<file path="src/rtl/mcs4_pkg.sv">
// mcs4_pkg -- shared types and constants for the MCS-4 bus master.
//
// Contents:
//   subcycle_e      the eight bus subcycles of one instruction cycle,
//                   A1 A2 A3 M1 M2 X1 X2 X3, in bus order
//   TICKS_PER_SUB   prescaled ticks per subcycle
//   SUBS_PER_CYCLE  subcycles per instruction cycle
//   NIBBLE_W, ADDR_W, INSTR_W, TICK_W  bus / address / opcode / tick widths
//   next_sub()      subcycle successor with the X3 -> A1 wrap
package mcs4_pkg;

    localparam int TICKS_PER_SUB  = 4;
    localparam int SUBS_PER_CYCLE = 8;
    localparam int NIBBLE_W       = 4;
    localparam int ADDR_W         = 12;
    localparam int INSTR_W        = 8;
    localparam int TICK_W         = 2;

    typedef enum logic [2:0] {
        SUB_A1 = 3'd0,
        SUB_A2 = 3'd1,
        SUB_A3 = 3'd2,
        SUB_M1 = 3'd3,
        SUB_M2 = 3'd4,
        SUB_X1 = 3'd5,
        SUB_X2 = 3'd6,
        SUB_X3 = 3'd7
    } subcycle_e;

    function automatic subcycle_e next_sub(input subcycle_e s);
        if (s == SUB_X3) begin
            return SUB_A1;
        end
        return subcycle_e'(s + 3'd1);
    endfunction

endpackage

</file>
<file path="src/rtl/mcs4_bus_master_if.sv">
// mcs4_bus_master_if -- the MCS-4 bus pins seen from the CPU side.
//
// Signals:
//   PHI1_o, PHI2_o  two-phase clock strobes
//   SYNC_o          high during X3, announces the next A1
//   D_o, D_oe_o     data bus value and output enable driven by the master
//   D_i             data bus value returned by ROM/RAM/IO devices
//   CM_ROM_o        ROM command line
//   CM_RAM_o        RAM bank command lines
// Modports:
//   master  the bus sequencer (drives strobes, commands and D_o)
//   slave   a device model / responder (drives D_i)
interface mcs4_bus_master_if;
    import mcs4_pkg::*;

    logic                PHI1_o;
    logic                PHI2_o;
    logic                SYNC_o;
    logic [NIBBLE_W-1:0] D_i;
    logic [NIBBLE_W-1:0] D_o;
    logic                D_oe_o;
    logic                CM_ROM_o;
    logic [NIBBLE_W-1:0] CM_RAM_o;

    modport master (
        output PHI1_o, PHI2_o, SYNC_o, D_o, D_oe_o, CM_ROM_o, CM_RAM_o,
        input  D_i
    );

    modport slave (
        input  PHI1_o, PHI2_o, SYNC_o, D_o, D_oe_o, CM_ROM_o, CM_RAM_o,
        output D_i
    );

endinterface

</file>
<file path="src/rtl/mcs4_phase_gen.sv">
// mcs4_phase_gen -- prescaler, tick counter and two-phase clock strobes.
//
// Parameters:
//   CLK_DIV      clk_i cycles per tick (>= 1)
// Ports:
//   clk_i        design clock
//   rst_ni       asynchronous active-low reset
//   tick_en_o    last clk of the current tick (tick advances on this edge)
//   tick_o       tick index 0..3 within the subcycle
//   sub_start_o  first clk of a subcycle (tick 0, prescaler 0)
//   sub_end_o    last clk of a subcycle (subcycle advances on this edge)
//   phi1_o       registered PHI1 strobe, high while tick 0 is on the bus
//   phi2_o       registered PHI2 strobe, high while tick 2 is on the bus
//
// The strobes are registered from the current tick, so they trail the
// internal counter by one clk. The sequencer registers every other bus
// output the same way, which keeps all pins aligned with each other.
module mcs4_phase_gen
    import mcs4_pkg::*;
#(
    parameter int CLK_DIV = 1
) (
    input  logic              clk_i,
    input  logic              rst_ni,
    output logic              tick_en_o,
    output logic [TICK_W-1:0] tick_o,
    output logic              sub_start_o,
    output logic              sub_end_o,
    output logic              phi1_o,
    output logic              phi2_o
);

    // A one-bit prescaler is kept for CLK_DIV=1; it simply never leaves 0.
    localparam int              DIV_W    = (CLK_DIV > 1) ? $clog2(CLK_DIV) : 1;
    localparam logic [DIV_W-1:0] DIV_LAST = DIV_W'(CLK_DIV - 1);
    localparam logic [TICK_W-1:0] TICK_LAST = TICK_W'(TICKS_PER_SUB - 1);

    logic [DIV_W-1:0]  div_cnt_reg;
    logic [TICK_W-1:0] tick_reg;
    logic              phi1_reg;
    logic              phi2_reg;

    assign tick_en_o   = (div_cnt_reg == DIV_LAST);
    assign tick_o      = tick_reg;
    assign sub_start_o = (div_cnt_reg == '0) && (tick_reg == '0);
    assign sub_end_o   = tick_en_o && (tick_reg == TICK_LAST);
    assign phi1_o      = phi1_reg;
    assign phi2_o      = phi2_reg;

    always_ff @(posedge clk_i or negedge rst_ni) begin
        if (!rst_ni) begin
            div_cnt_reg <= '0;
            tick_reg    <= '0;
            phi1_reg    <= 1'b0;
            phi2_reg    <= 1'b0;
        end else begin
            if (tick_en_o) begin
                div_cnt_reg <= '0;
                tick_reg    <= tick_reg + TICK_W'(1);
            end else begin
                div_cnt_reg <= div_cnt_reg + DIV_W'(1);
            end
            // PHI1 on tick 0 and PHI2 on tick 2 can never coincide.
            phi1_reg <= (tick_reg == TICK_W'(0));
            phi2_reg <= (tick_reg == TICK_W'(2));
        end
    end

endmodule

</file>
<file path="src/rtl/mcs4_bus_master.sv">
// mcs4_bus_master -- CPU-side sequencer for the MCS-4 multiplexed bus.
//
// Parameters:
//   CLK_DIV        clk_i cycles per tick (>= 1); 4 ticks per subcycle
// Ports:
//   clk_i, rst_ni  clock and asynchronous active-low reset
//   bus            bus pins (mcs4_bus_master_if.master)
//   addr_i         12-bit fetch address, latched at the first clk of A1
//   ram_bank_i     CM-RAM pattern, latched at the first clk of A3
//   cm_m2_i        raise CM lines in M2, sampled at the first clk of M2
//   instr_o        last fetched instruction {OPR, OPA}
//   instr_valid_o  one-clk pulse when instr_o updates
//   io_wr_i        X2 write request, sampled at the first clk of X2
//   io_wr_data_i   X2 write nibble, sampled with io_wr_i
//   io_rd_data_o   nibble read at the end of X2
//   io_rd_valid_o  one-clk pulse when io_rd_data_o updates
// Build option:
//   MCS4_IO_PHASE_EN  enables the X2 I/O write/read phase; when undefined
//                     X2 is idle and the io_* outputs stay 0.
//
// Timing model: sub_reg and the phase generator hold the internal state.
// Every bus output is a register loaded from the internal state, so the pins
// show each clk of the cycle one clk after the internal counters reach it.
// Out of reset the internal state is X3/tick 0 and all outputs are 0; the
// first edge then puts X3 on the pins, giving a full-length X3 before A1.
// Inputs sampled "at the first clk" of a subcycle are taken on the same edge
// that loads that clk onto the pins; D_i is sampled on the edge that closes
// the last pin-visible clk of M1/M2/X2.
module mcs4_bus_master
    import mcs4_pkg::*;
#(
    parameter int CLK_DIV = 1
) (
    input  logic                  clk_i,
    input  logic                  rst_ni,
    mcs4_bus_master_if.master     bus,
    input  logic [ADDR_W-1:0]     addr_i,
    input  logic [NIBBLE_W-1:0]   ram_bank_i,
    input  logic                  cm_m2_i,
    output logic [INSTR_W-1:0]    instr_o,
    output logic                  instr_valid_o,
    input  logic                  io_wr_i,
    input  logic [NIBBLE_W-1:0]   io_wr_data_i,
    output logic [NIBBLE_W-1:0]   io_rd_data_o,
    output logic                  io_rd_valid_o
);

    // ------------------------------------------------------------------
    // Phase generation
    // ------------------------------------------------------------------
    logic              tick_en;
    logic [TICK_W-1:0] tick;
    logic              sub_start;
    logic              sub_end;
    logic              phi1;
    logic              phi2;

    mcs4_phase_gen #(
        .CLK_DIV (CLK_DIV)
    ) u_phase_gen (
        .clk_i       (clk_i),
        .rst_ni      (rst_ni),
        .tick_en_o   (tick_en),
        .tick_o      (tick),
        .sub_start_o (sub_start),
        .sub_end_o   (sub_end),
        .phi1_o      (phi1),
        .phi2_o      (phi2)
    );

    // The sequencer only needs subcycle boundaries.
    logic unused_phase;
    assign unused_phase = ^{tick_en, tick};

    // ------------------------------------------------------------------
    // Subcycle state and input latches
    // ------------------------------------------------------------------
    subcycle_e           sub_reg;
    logic [ADDR_W-1:0]   addr_reg;
    logic [NIBBLE_W-1:0] bank_reg;
    logic                cm_m2_reg;

    logic at_a1_start;
    logic at_a3_start;
    logic at_m2_start;

    assign at_a1_start = sub_start && (sub_reg == SUB_A1);
    assign at_a3_start = sub_start && (sub_reg == SUB_A3);
    assign at_m2_start = sub_start && (sub_reg == SUB_M2);

    // On the latching edge itself the live input is used; afterwards the
    // latched copy, so later input changes cannot reach the bus.
    logic [ADDR_W-1:0]   addr_cur;
    logic [NIBBLE_W-1:0] bank_cur;
    logic                cm_m2_cur;

    assign addr_cur  = at_a1_start ? addr_i     : addr_reg;
    assign bank_cur  = at_a3_start ? ram_bank_i : bank_reg;
    assign cm_m2_cur = at_m2_start ? cm_m2_i    : cm_m2_reg;

    logic [NIBBLE_W-1:0] addr_nib [3];
    for (genvar gi = 0; gi < 3; gi++) begin : g_addr_nib
        assign addr_nib[gi] = addr_cur[gi*NIBBLE_W +: NIBBLE_W];
    end

`ifdef MCS4_IO_PHASE_EN
    logic                at_x2_start;
    logic                io_wr_reg;
    logic [NIBBLE_W-1:0] io_wr_data_reg;
    logic                io_wr_cur;
    logic [NIBBLE_W-1:0] io_wr_data_cur;

    assign at_x2_start    = sub_start && (sub_reg == SUB_X2);
    assign io_wr_cur      = at_x2_start ? io_wr_i      : io_wr_reg;
    assign io_wr_data_cur = at_x2_start ? io_wr_data_i : io_wr_data_reg;
`else
    logic unused_io;
    assign unused_io = ^{io_wr_i, io_wr_data_i};
`endif

    // ------------------------------------------------------------------
    // Next values of the registered bus outputs
    // ------------------------------------------------------------------
    logic                sync_next;
    logic [NIBBLE_W-1:0] d_o_next;
    logic                d_oe_next;
    logic                cm_rom_next;
    logic [NIBBLE_W-1:0] cm_ram_next;

    always_comb begin
        sync_next   = 1'b0;
        d_o_next    = '0;
        d_oe_next   = 1'b0;
        cm_rom_next = 1'b0;
        cm_ram_next = '0;
        unique case (sub_reg)
            SUB_A1: begin
                d_o_next  = addr_nib[0];
                d_oe_next = 1'b1;
            end
            SUB_A2: begin
                d_o_next  = addr_nib[1];
                d_oe_next = 1'b1;
            end
            SUB_A3: begin
                d_o_next    = addr_nib[2];
                d_oe_next   = 1'b1;
                cm_rom_next = 1'b1;
                cm_ram_next = bank_cur;
            end
            SUB_M2: begin
                if (cm_m2_cur) begin
                    cm_rom_next = 1'b1;
                    cm_ram_next = bank_reg;
                end
            end
            SUB_X2: begin
`ifdef MCS4_IO_PHASE_EN
                if (io_wr_cur) begin
                    d_o_next  = io_wr_data_cur;
                    d_oe_next = 1'b1;
                end
`endif
            end
            SUB_X3: begin
                sync_next = 1'b1;
            end
            default: begin
                // M1, X1: bus released, no command lines
            end
        endcase
    end

    // ------------------------------------------------------------------
    // State, latches and output registers
    // ------------------------------------------------------------------
    logic                sync_reg;
    logic [NIBBLE_W-1:0] d_o_reg;
    logic                d_oe_reg;
    logic                cm_rom_reg;
    logic [NIBBLE_W-1:0] cm_ram_reg;
    logic [NIBBLE_W-1:0] opr_reg;
    logic                opr_smp_reg;
    logic                opa_smp_reg;
    logic [INSTR_W-1:0]  instr_reg;
    logic                instr_valid_reg;

    always_ff @(posedge clk_i or negedge rst_ni) begin
        if (!rst_ni) begin
            sub_reg         <= SUB_X3;
            addr_reg        <= '0;
            bank_reg        <= '0;
            cm_m2_reg       <= 1'b0;
            sync_reg        <= 1'b0;
            d_o_reg         <= '0;
            d_oe_reg        <= 1'b0;
            cm_rom_reg      <= 1'b0;
            cm_ram_reg      <= '0;
            opr_reg         <= '0;
            opr_smp_reg     <= 1'b0;
            opa_smp_reg     <= 1'b0;
            instr_reg       <= '0;
            instr_valid_reg <= 1'b0;
        end else begin
            if (sub_end) begin
                sub_reg <= next_sub(sub_reg);
            end
            if (at_a1_start) begin
                addr_reg <= addr_i;
            end
            if (at_a3_start) begin
                bank_reg <= ram_bank_i;
            end
            if (at_m2_start) begin
                cm_m2_reg <= cm_m2_i;
            end

            sync_reg   <= sync_next;
            d_o_reg    <= d_o_next;
            d_oe_reg   <= d_oe_next;
            cm_rom_reg <= cm_rom_next;
            cm_ram_reg <= cm_ram_next;

            // The sample strobes are delayed one clk so D_i is taken at the
            // end of the last clk that the pins show as M1 / M2.
            opr_smp_reg <= (sub_reg == SUB_M1) && sub_end;
            opa_smp_reg <= (sub_reg == SUB_M2) && sub_end;
            if (opr_smp_reg) begin
                opr_reg <= bus.D_i;
            end
            instr_valid_reg <= opa_smp_reg;
            if (opa_smp_reg) begin
                instr_reg <= {opr_reg, bus.D_i};
            end
        end
    end

`ifdef MCS4_IO_PHASE_EN
    logic                rd_smp_reg;
    logic [NIBBLE_W-1:0] io_rd_data_reg;
    logic                io_rd_valid_reg;

    always_ff @(posedge clk_i or negedge rst_ni) begin
        if (!rst_ni) begin
            io_wr_reg       <= 1'b0;
            io_wr_data_reg  <= '0;
            rd_smp_reg      <= 1'b0;
            io_rd_data_reg  <= '0;
            io_rd_valid_reg <= 1'b0;
        end else begin
            if (at_x2_start) begin
                io_wr_reg      <= io_wr_i;
                io_wr_data_reg <= io_wr_data_i;
            end
            // A read happens only in an X2 that was not claimed for a write.
            rd_smp_reg      <= (sub_reg == SUB_X2) && sub_end && !io_wr_reg;
            io_rd_valid_reg <= rd_smp_reg;
            if (rd_smp_reg) begin
                io_rd_data_reg <= bus.D_i;
            end
        end
    end

    assign io_rd_data_o  = io_rd_data_reg;
    assign io_rd_valid_o = io_rd_valid_reg;
`else
    assign io_rd_data_o  = '0;
    assign io_rd_valid_o = 1'b0;
`endif

    assign bus.PHI1_o    = phi1;
    assign bus.PHI2_o    = phi2;
    assign bus.SYNC_o    = sync_reg;
    assign bus.D_o       = d_o_reg;
    assign bus.D_oe_o    = d_oe_reg;
    assign bus.CM_ROM_o  = cm_rom_reg;
    assign bus.CM_RAM_o  = cm_ram_reg;
    assign instr_o       = instr_reg;
    assign instr_valid_o = instr_valid_reg;

endmodule

</file>
<file path="src/flat_wrapper.sv">
// flat-port wrapper written by rule: the top's interface ports become plain ports
module mcs4_bus_master_flat import mcs4_pkg::*;
#(
    parameter int CLK_DIV = 1
)
  (clk_i, rst_ni, addr_i, ram_bank_i, cm_m2_i, instr_o, instr_valid_o, io_wr_i, io_wr_data_i, io_rd_data_o, io_rd_valid_o, bus_PHI1_o, bus_PHI2_o, bus_SYNC_o, bus_D_o, bus_D_oe_o, bus_CM_ROM_o, bus_CM_RAM_o, bus_D_i);
  mcs4_bus_master_if bus_i ();
  input  logic clk_i;
  input  logic rst_ni;
  input  logic [ADDR_W-1:0] addr_i;
  input  logic [NIBBLE_W-1:0] ram_bank_i;
  input  logic cm_m2_i;
  output logic [INSTR_W-1:0] instr_o;
  output logic instr_valid_o;
  input  logic io_wr_i;
  input  logic [NIBBLE_W-1:0] io_wr_data_i;
  output logic [NIBBLE_W-1:0] io_rd_data_o;
  output logic io_rd_valid_o;
  output wire logic [$bits(bus_i.PHI1_o)-1:0] bus_PHI1_o;
  output wire logic [$bits(bus_i.PHI2_o)-1:0] bus_PHI2_o;
  output wire logic [$bits(bus_i.SYNC_o)-1:0] bus_SYNC_o;
  output wire logic [$bits(bus_i.D_o)-1:0] bus_D_o;
  output wire logic [$bits(bus_i.D_oe_o)-1:0] bus_D_oe_o;
  output wire logic [$bits(bus_i.CM_ROM_o)-1:0] bus_CM_ROM_o;
  output wire logic [$bits(bus_i.CM_RAM_o)-1:0] bus_CM_RAM_o;
  input wire logic [$bits(bus_i.D_i)-1:0] bus_D_i;
  assign bus_PHI1_o = bus_i.PHI1_o;
  assign bus_PHI2_o = bus_i.PHI2_o;
  assign bus_SYNC_o = bus_i.SYNC_o;
  assign bus_D_o = bus_i.D_o;
  assign bus_D_oe_o = bus_i.D_oe_o;
  assign bus_CM_ROM_o = bus_i.CM_ROM_o;
  assign bus_CM_RAM_o = bus_i.CM_RAM_o;
  assign bus_i.D_i = bus_D_i;
  mcs4_bus_master #(.CLK_DIV(CLK_DIV)) u_core (.clk_i(clk_i), .rst_ni(rst_ni), .bus(bus_i), .addr_i(addr_i), .ram_bank_i(ram_bank_i), .cm_m2_i(cm_m2_i), .instr_o(instr_o), .instr_valid_o(instr_valid_o), .io_wr_i(io_wr_i), .io_wr_data_i(io_wr_data_i), .io_rd_data_o(io_rd_data_o), .io_rd_valid_o(io_rd_valid_o));
endmodule
</file>
<file path="config.mk">
export PLATFORM = sky130hd
export DESIGN_NAME = mcs4_bus_master_flat
export DESIGN_NICKNAME = d
export VERILOG_FILES = /design/src/rtl/mcs4_pkg.sv /design/src/rtl/mcs4_bus_master_if.sv /design/src/rtl/mcs4_phase_gen.sv /design/src/rtl/mcs4_bus_master.sv /design/src/flat_wrapper.sv
export SDC_FILE = /design/constraint.sdc
export NUM_CORES = 1
export LEC_CHECK = 0
export BUFFER_PORTS_ARGS = -buffer_cell sky130_fd_sc_hd__buf_2
export CAP_MARGIN = 20
export CORE_MARGIN = 4
export CORE_UTILIZATION = 30
export CTS_BUF_LIST = sky130_fd_sc_hd__clkbuf_8
export DETAILED_ROUTE_END_ITERATION = 8
export HOLD_SLACK_MARGIN = 0.08
export PLACE_DENSITY_LB_ADDON = 0.2
export SYNTH_ARGS = -nofsm -noshare
export SYNTH_HDL_FRONTEND = slang
export SYNTH_HIERARCHICAL = 1
export SYNTH_SLANG_ARGS = --single-unit
export TNS_END_PERCENT = 1
</file>
<file path="constraint.sdc">
create_clock -name clk_i -period 1.8 [get_ports clk_i]
set_input_delay 0.09 -clock clk_i [delete_from_list [all_inputs] [get_ports clk_i]]
set_output_delay 0.09 -clock clk_i [all_outputs]
set_load 0.02 [all_outputs]
</file>
# Word-level counts from Yosys, hierarchy flattened
# Index checks and enable logic that the tools add are counted.
# W data, S select, Z words.
totals:
  out_inout_bits: 27
  latchBits: 0
  mem_bits_ro: 0
  word_cells: 53
  ramBits: 0
  n_memories: 0
  ff_bits: 51
classes:
  multipliers: 0
  n_mux: 14
  reduce_logical: 10
  add_sub_neg: 3
  magnitude_cmp: 0
  n_div: 0
  bitwise_logic: 1
  n_shift: 0
  n_eq_ne: 7
ops:
  columns: ["operator", "count"]
  rows:
  - ["$mux W12", 1]
  - ["$pmux W4 S3", 1]
  - ["$mux W4", 2]
  - ["$pmux W4 S2", 1]
  - ["$logic_and A1 B1 Y1", 7]
  - ["$eq A3 B2 Y1 const B", 2]
  - ["$eq A3 B3 Y1 const B", 2]
  - ["$mux W1", 6]
  - ["$mux W3", 2]
  - ["$eq A2 B2 Y1 const B", 2]
  - ["$add A3 B1 Y3 const B", 1]
  - ["$eq A3 B1 Y1 const B", 1]
  - ["$logic_not A3 Y1", 1]
  - ["$reduce_or A3 Y1", 1]
  - ["$add A2 B1 Y2 const B", 1]
  - ["$logic_not A2 Y1", 1]
  - ["$pmux W1 S2", 1]
  - ["$add A1 B1 Y1 const B", 1]
  - ["$not A1 Y1", 1]

# Depth between registers and ports, before layout
depth:
  depth_word: 6
  depth_mapped: 6
  mapped_depth_nobuf: 5

# Hierarchy
# Netlist, hierarchy kept.
by_module_without_submodules:
  columns: ["module", "n_inst", "cells_per_inst", "seq_area_each_um2", "area_per_inst_um2"]
  rows:
  - ["mcs4_bus_master", 1, 139, 1154.9, 1959.4]
  - ["mcs4_phase_gen", 1, 11, 100.1, 156.4]

# Least setup slack after synthesis
# Ideal clock, no wire load.
synth_timing:
  path_kind: "register to register"
  start: "register u_core.sub_reg[0]"
  end: "register u_core.d_o_reg[1], in the netlist u_core/bus.D_o[1]"
  arrival_time_ns: 1.435
  path_slack_ns: 0.227
  path_buffers: 1
  setup_ns: 0.138
  stages_incl_launch_ff: 7
  synth_period_minus_slack_ns: 1.573
  cell_sequence: "dfstp_2 -> inv_1 -> ha_1 -> nand3b_4 -> buf_6 -> mux2i_1 -> o221ai_1"
synth_between:
  elab_chain_cells: 4
  word_cells_on_any_way: 6
  cone_classes: "2 x eq/ne; 2 x mux; 2 x reduce/logical"
synth_lines:
  columns: ["item", "line", "rtl"]
  rows:
  - ["from (decl)", "mcs4_bus_master.sv:78", "subcycle_e sub_reg;"]
  - ["from (signal assigned)", "mcs4_bus_master.sv:206", "sub_reg <= next_sub(sub_reg);"]
  - ["$logic_not A3 Y1", "mcs4_bus_master.sv:87, mcs4_bus_master.sv:136", null]
  - ["$logic_and A1 B1 Y1", "mcs4_bus_master.sv:87", "assign at_a1_start = sub_start && (sub_reg == SUB_A1);"]
  - ["$mux W12", null, null]
  - ["$pmux W4 S3 *", "mcs4_bus_master.sv:136", "unique case (sub_reg)"]
  - ["named net u_core.d_o_next[1]", "mcs4_bus_master.sv:125", "logic [NIBBLE_W-1:0] d_o_next;"]
  - ["to (signal assigned)", "mcs4_bus_master.sv:219", "d_o_reg <= d_o_next;"]
  - ["to (decl)", "mcs4_bus_master.sv:178", "logic [NIBBLE_W-1:0] d_o_reg;"]
# The timed path passes the listed nets; every way through them passes the cells marked *.
# A chain may end at the register's enable or synchronous reset.

# Worst setup path after layout
layout_timing:
  start: "register u_core.sub_reg[0]"
  end: "register u_core.d_o_reg[3], in the netlist u_core/bus.D_o[3]"
# The elaborated chain is that of the path after synthesis.

==> flow_summary.toml <==
[worst_setup_path]
cp-start-kind = "register"
crit_family = "flip-flops"
slowest_delay_ns = 0.56
rr_worst_depth = 5
crit_slowest_cell = "dfstp_2"
path_cells = "inv_1 > ha_1 > nand2_1 > mux2i_1 > o221ai_1"
critPathKind = "reg -> reg"
cp.arrival_ns = 1.87
cp.depth = 5
end_kind = "register"
reg2reg_slack_ns = 0.1
crit_buf_inv = 1
required_ns = 1.96
cp_max_fo = 7

[sta]
fmax_mhz = 588
fin_crit_sh = 0.945
finalCriticalPeriod_ns = 1.70
tns_ns = 0
hold_violations = 0
worst_pin_slew_ns = 0.630
hold_ws_ns = 0.427
rsz0062_at_grt = "false"
setup_viol = 0
relSlewSlack = 0.580
skew_ns = 0.0113
slew_viol_final = 0

[pwr]
peakVddDrop_mv = 0.384
power.density_mw_per_mm2 = 735
leakage_nw = 1.36

[run_status]
status = "finished clean"

[placement]
dp_hpwl_mm = 2.76
place.port_buffers = 44
gp_congestion = 0.718

[clock_network]
clockBufferDepth = 2
cts.clk_slew.worst_paths_ns = 0.09
cts.sinks = 50
cts_tree = "yes"
clock_latency_ns = 0.30
cts_made_buffers = 5
htreeDepth = 2
cts_root_buffer = "clkbuf_8"

[final_layout]
nets = 258
area_growth_pct = 31.2
nFillCells = 658
drive_gt1_frac = 0.419
diodes = 0
largest_reg_flops = 12

[min_path]
min_path_type = "in -> async"

[global_route]
antenna_found_initial = 0
grt_pass1_vias = 1444
grtUsageTotal = 0.103
grt_overflow = 0
grt_pass1_wl_mm = 7.00
grt_max_degree = 51

[synthesis]
synth_area_mm2 = 0.00210
synth_cells = 148
avgSynthCellArea_um2 = 14.2
synth_warnings = 6

[run]
max-cap-violations = 0

[routing]
drt_iter0_markers = 19
vias_per_cell = 4.24
drt.antenna.violating_nets = 0
drc_errors = 0
wl_mm = 4.12
via_count = 1349
firstDrtPassIters = 4
routedWlPerCell_um = 12.9

[floorplan]
initial_utilization = 0.310
coreArea_mm2 = 0.00679
ios = 55
die-area_mm2 = 0.00842
row_count = 30
die_w_um = 91.8
die_y_um = 91.8
## routing by layer
layer  global-route usage  part of all wire  wire, um  vias up
met1                0.146              0.49      2020      660
met5                    0                 0         0        -
met3               0.0304             0.053       219        2
met4               0.0223            0.0046        19        0
li1                     -                 -         -      652
met2                0.157              0.45      1850       35
## stage by stage
stage	cells	utilization	area [um^2]	setup slack (ns)	total power, mW
after floorplan	152	-	2120	0.227	1.28
after global placement	287	0.358	2430	0.115	1.34
after detailed placement	287	0.358	2430	0.110	1.35
after CTS	317	0.405	2750	0.0885	2.07
after global routing	318	0.406	2760	0.0111	2.14
final	318	0.406	2760	0.0981	2.03
## path summary, 6_finish.rpt
| kind | to | start |
|---|---|---|
| hold / removal | u_core/instr_o[1]$_DFFE_PN0P_ | rst_ni |
| setup reg to reg | u_core/bus.D_o[3]$_DFF_PN0_ | u_core/sub_reg[0]$_DFFE_PN1P_ |
| min in group clk_i | u_core/u_phase_gen/tick_o[0]$_DFF_PN0_ | u_core/u_phase_gen/tick_o[0]$_DFF_PN0_ |
| setup / recovery | u_core/bus.D_o[3]$_DFF_PN0_ | u_core/sub_reg[0]$_DFFE_PN1P_ |
| hold reg to reg | u_core/u_phase_gen/tick_o[0]$_DFF_PN0_ | u_core/u_phase_gen/tick_o[0]$_DFF_PN0_ |
| max in group asynchronous | u_core/addr_reg[9]$_DFF_PN0_ | rst_ni |
## cells in the final DEF (no fill, tap or decap), types with 2 or more instances in the layout
cell           count
inv_1              9
ha_1               9
conb_1             5
o221ai_1           4
clkbuf_8           6
dlygate4sd3_1     22
o21ai_0            3
mux2_2            29
buf_4              2
and2b_2            2
a32o_1             4
buf_2             44
mux2i_1            9
nor2_1             2
nand2_1            8
dfstp_2            3
dfrtp_1           47
## repair_timing
action / in CTS / in global routing
resized for setup: 0 / 0
setup buffers: 0 / 0
setup endpoints to repair: 0 / 2
hold buffers: 22 / 0
hold endpoints to repair: 74 / 0
## where the power goes
group | internal (mW) | switching, mW
sequential | 1.16 | 0.0142
combinational | 0.0912 | 0.0897
clock | 0.310 | 0.363
total | 1.56 | 0.467
## final cells by class
| class | count | area [um^2] | area share |
|---|---|---|---|
| clock inverters | 2 | 12.5 | 0.00453 |
| repair buffers | 69 | 475 | 0.172 |
| well taps | 96 | 120 | 0.0435 |
| multi-input cells | 86 | 782 | 0.283 |
| clock buffers | 6 | 82.6 | 0.0299 |
| flip-flops and latches | 50 | 1250 | 0.454 |
| inverters | 9 | 33.8 | 0.0122 |
## worst reg2reg max path, cell delays in order, from the launching register on
cell	delay [ns]
dfstp_2	0.56
inv_1	0.07
ha_1	0.33
nand2_1	0.25
mux2i_1	0.25
o221ai_1	0.12
(Power assumes the default switching activity.)
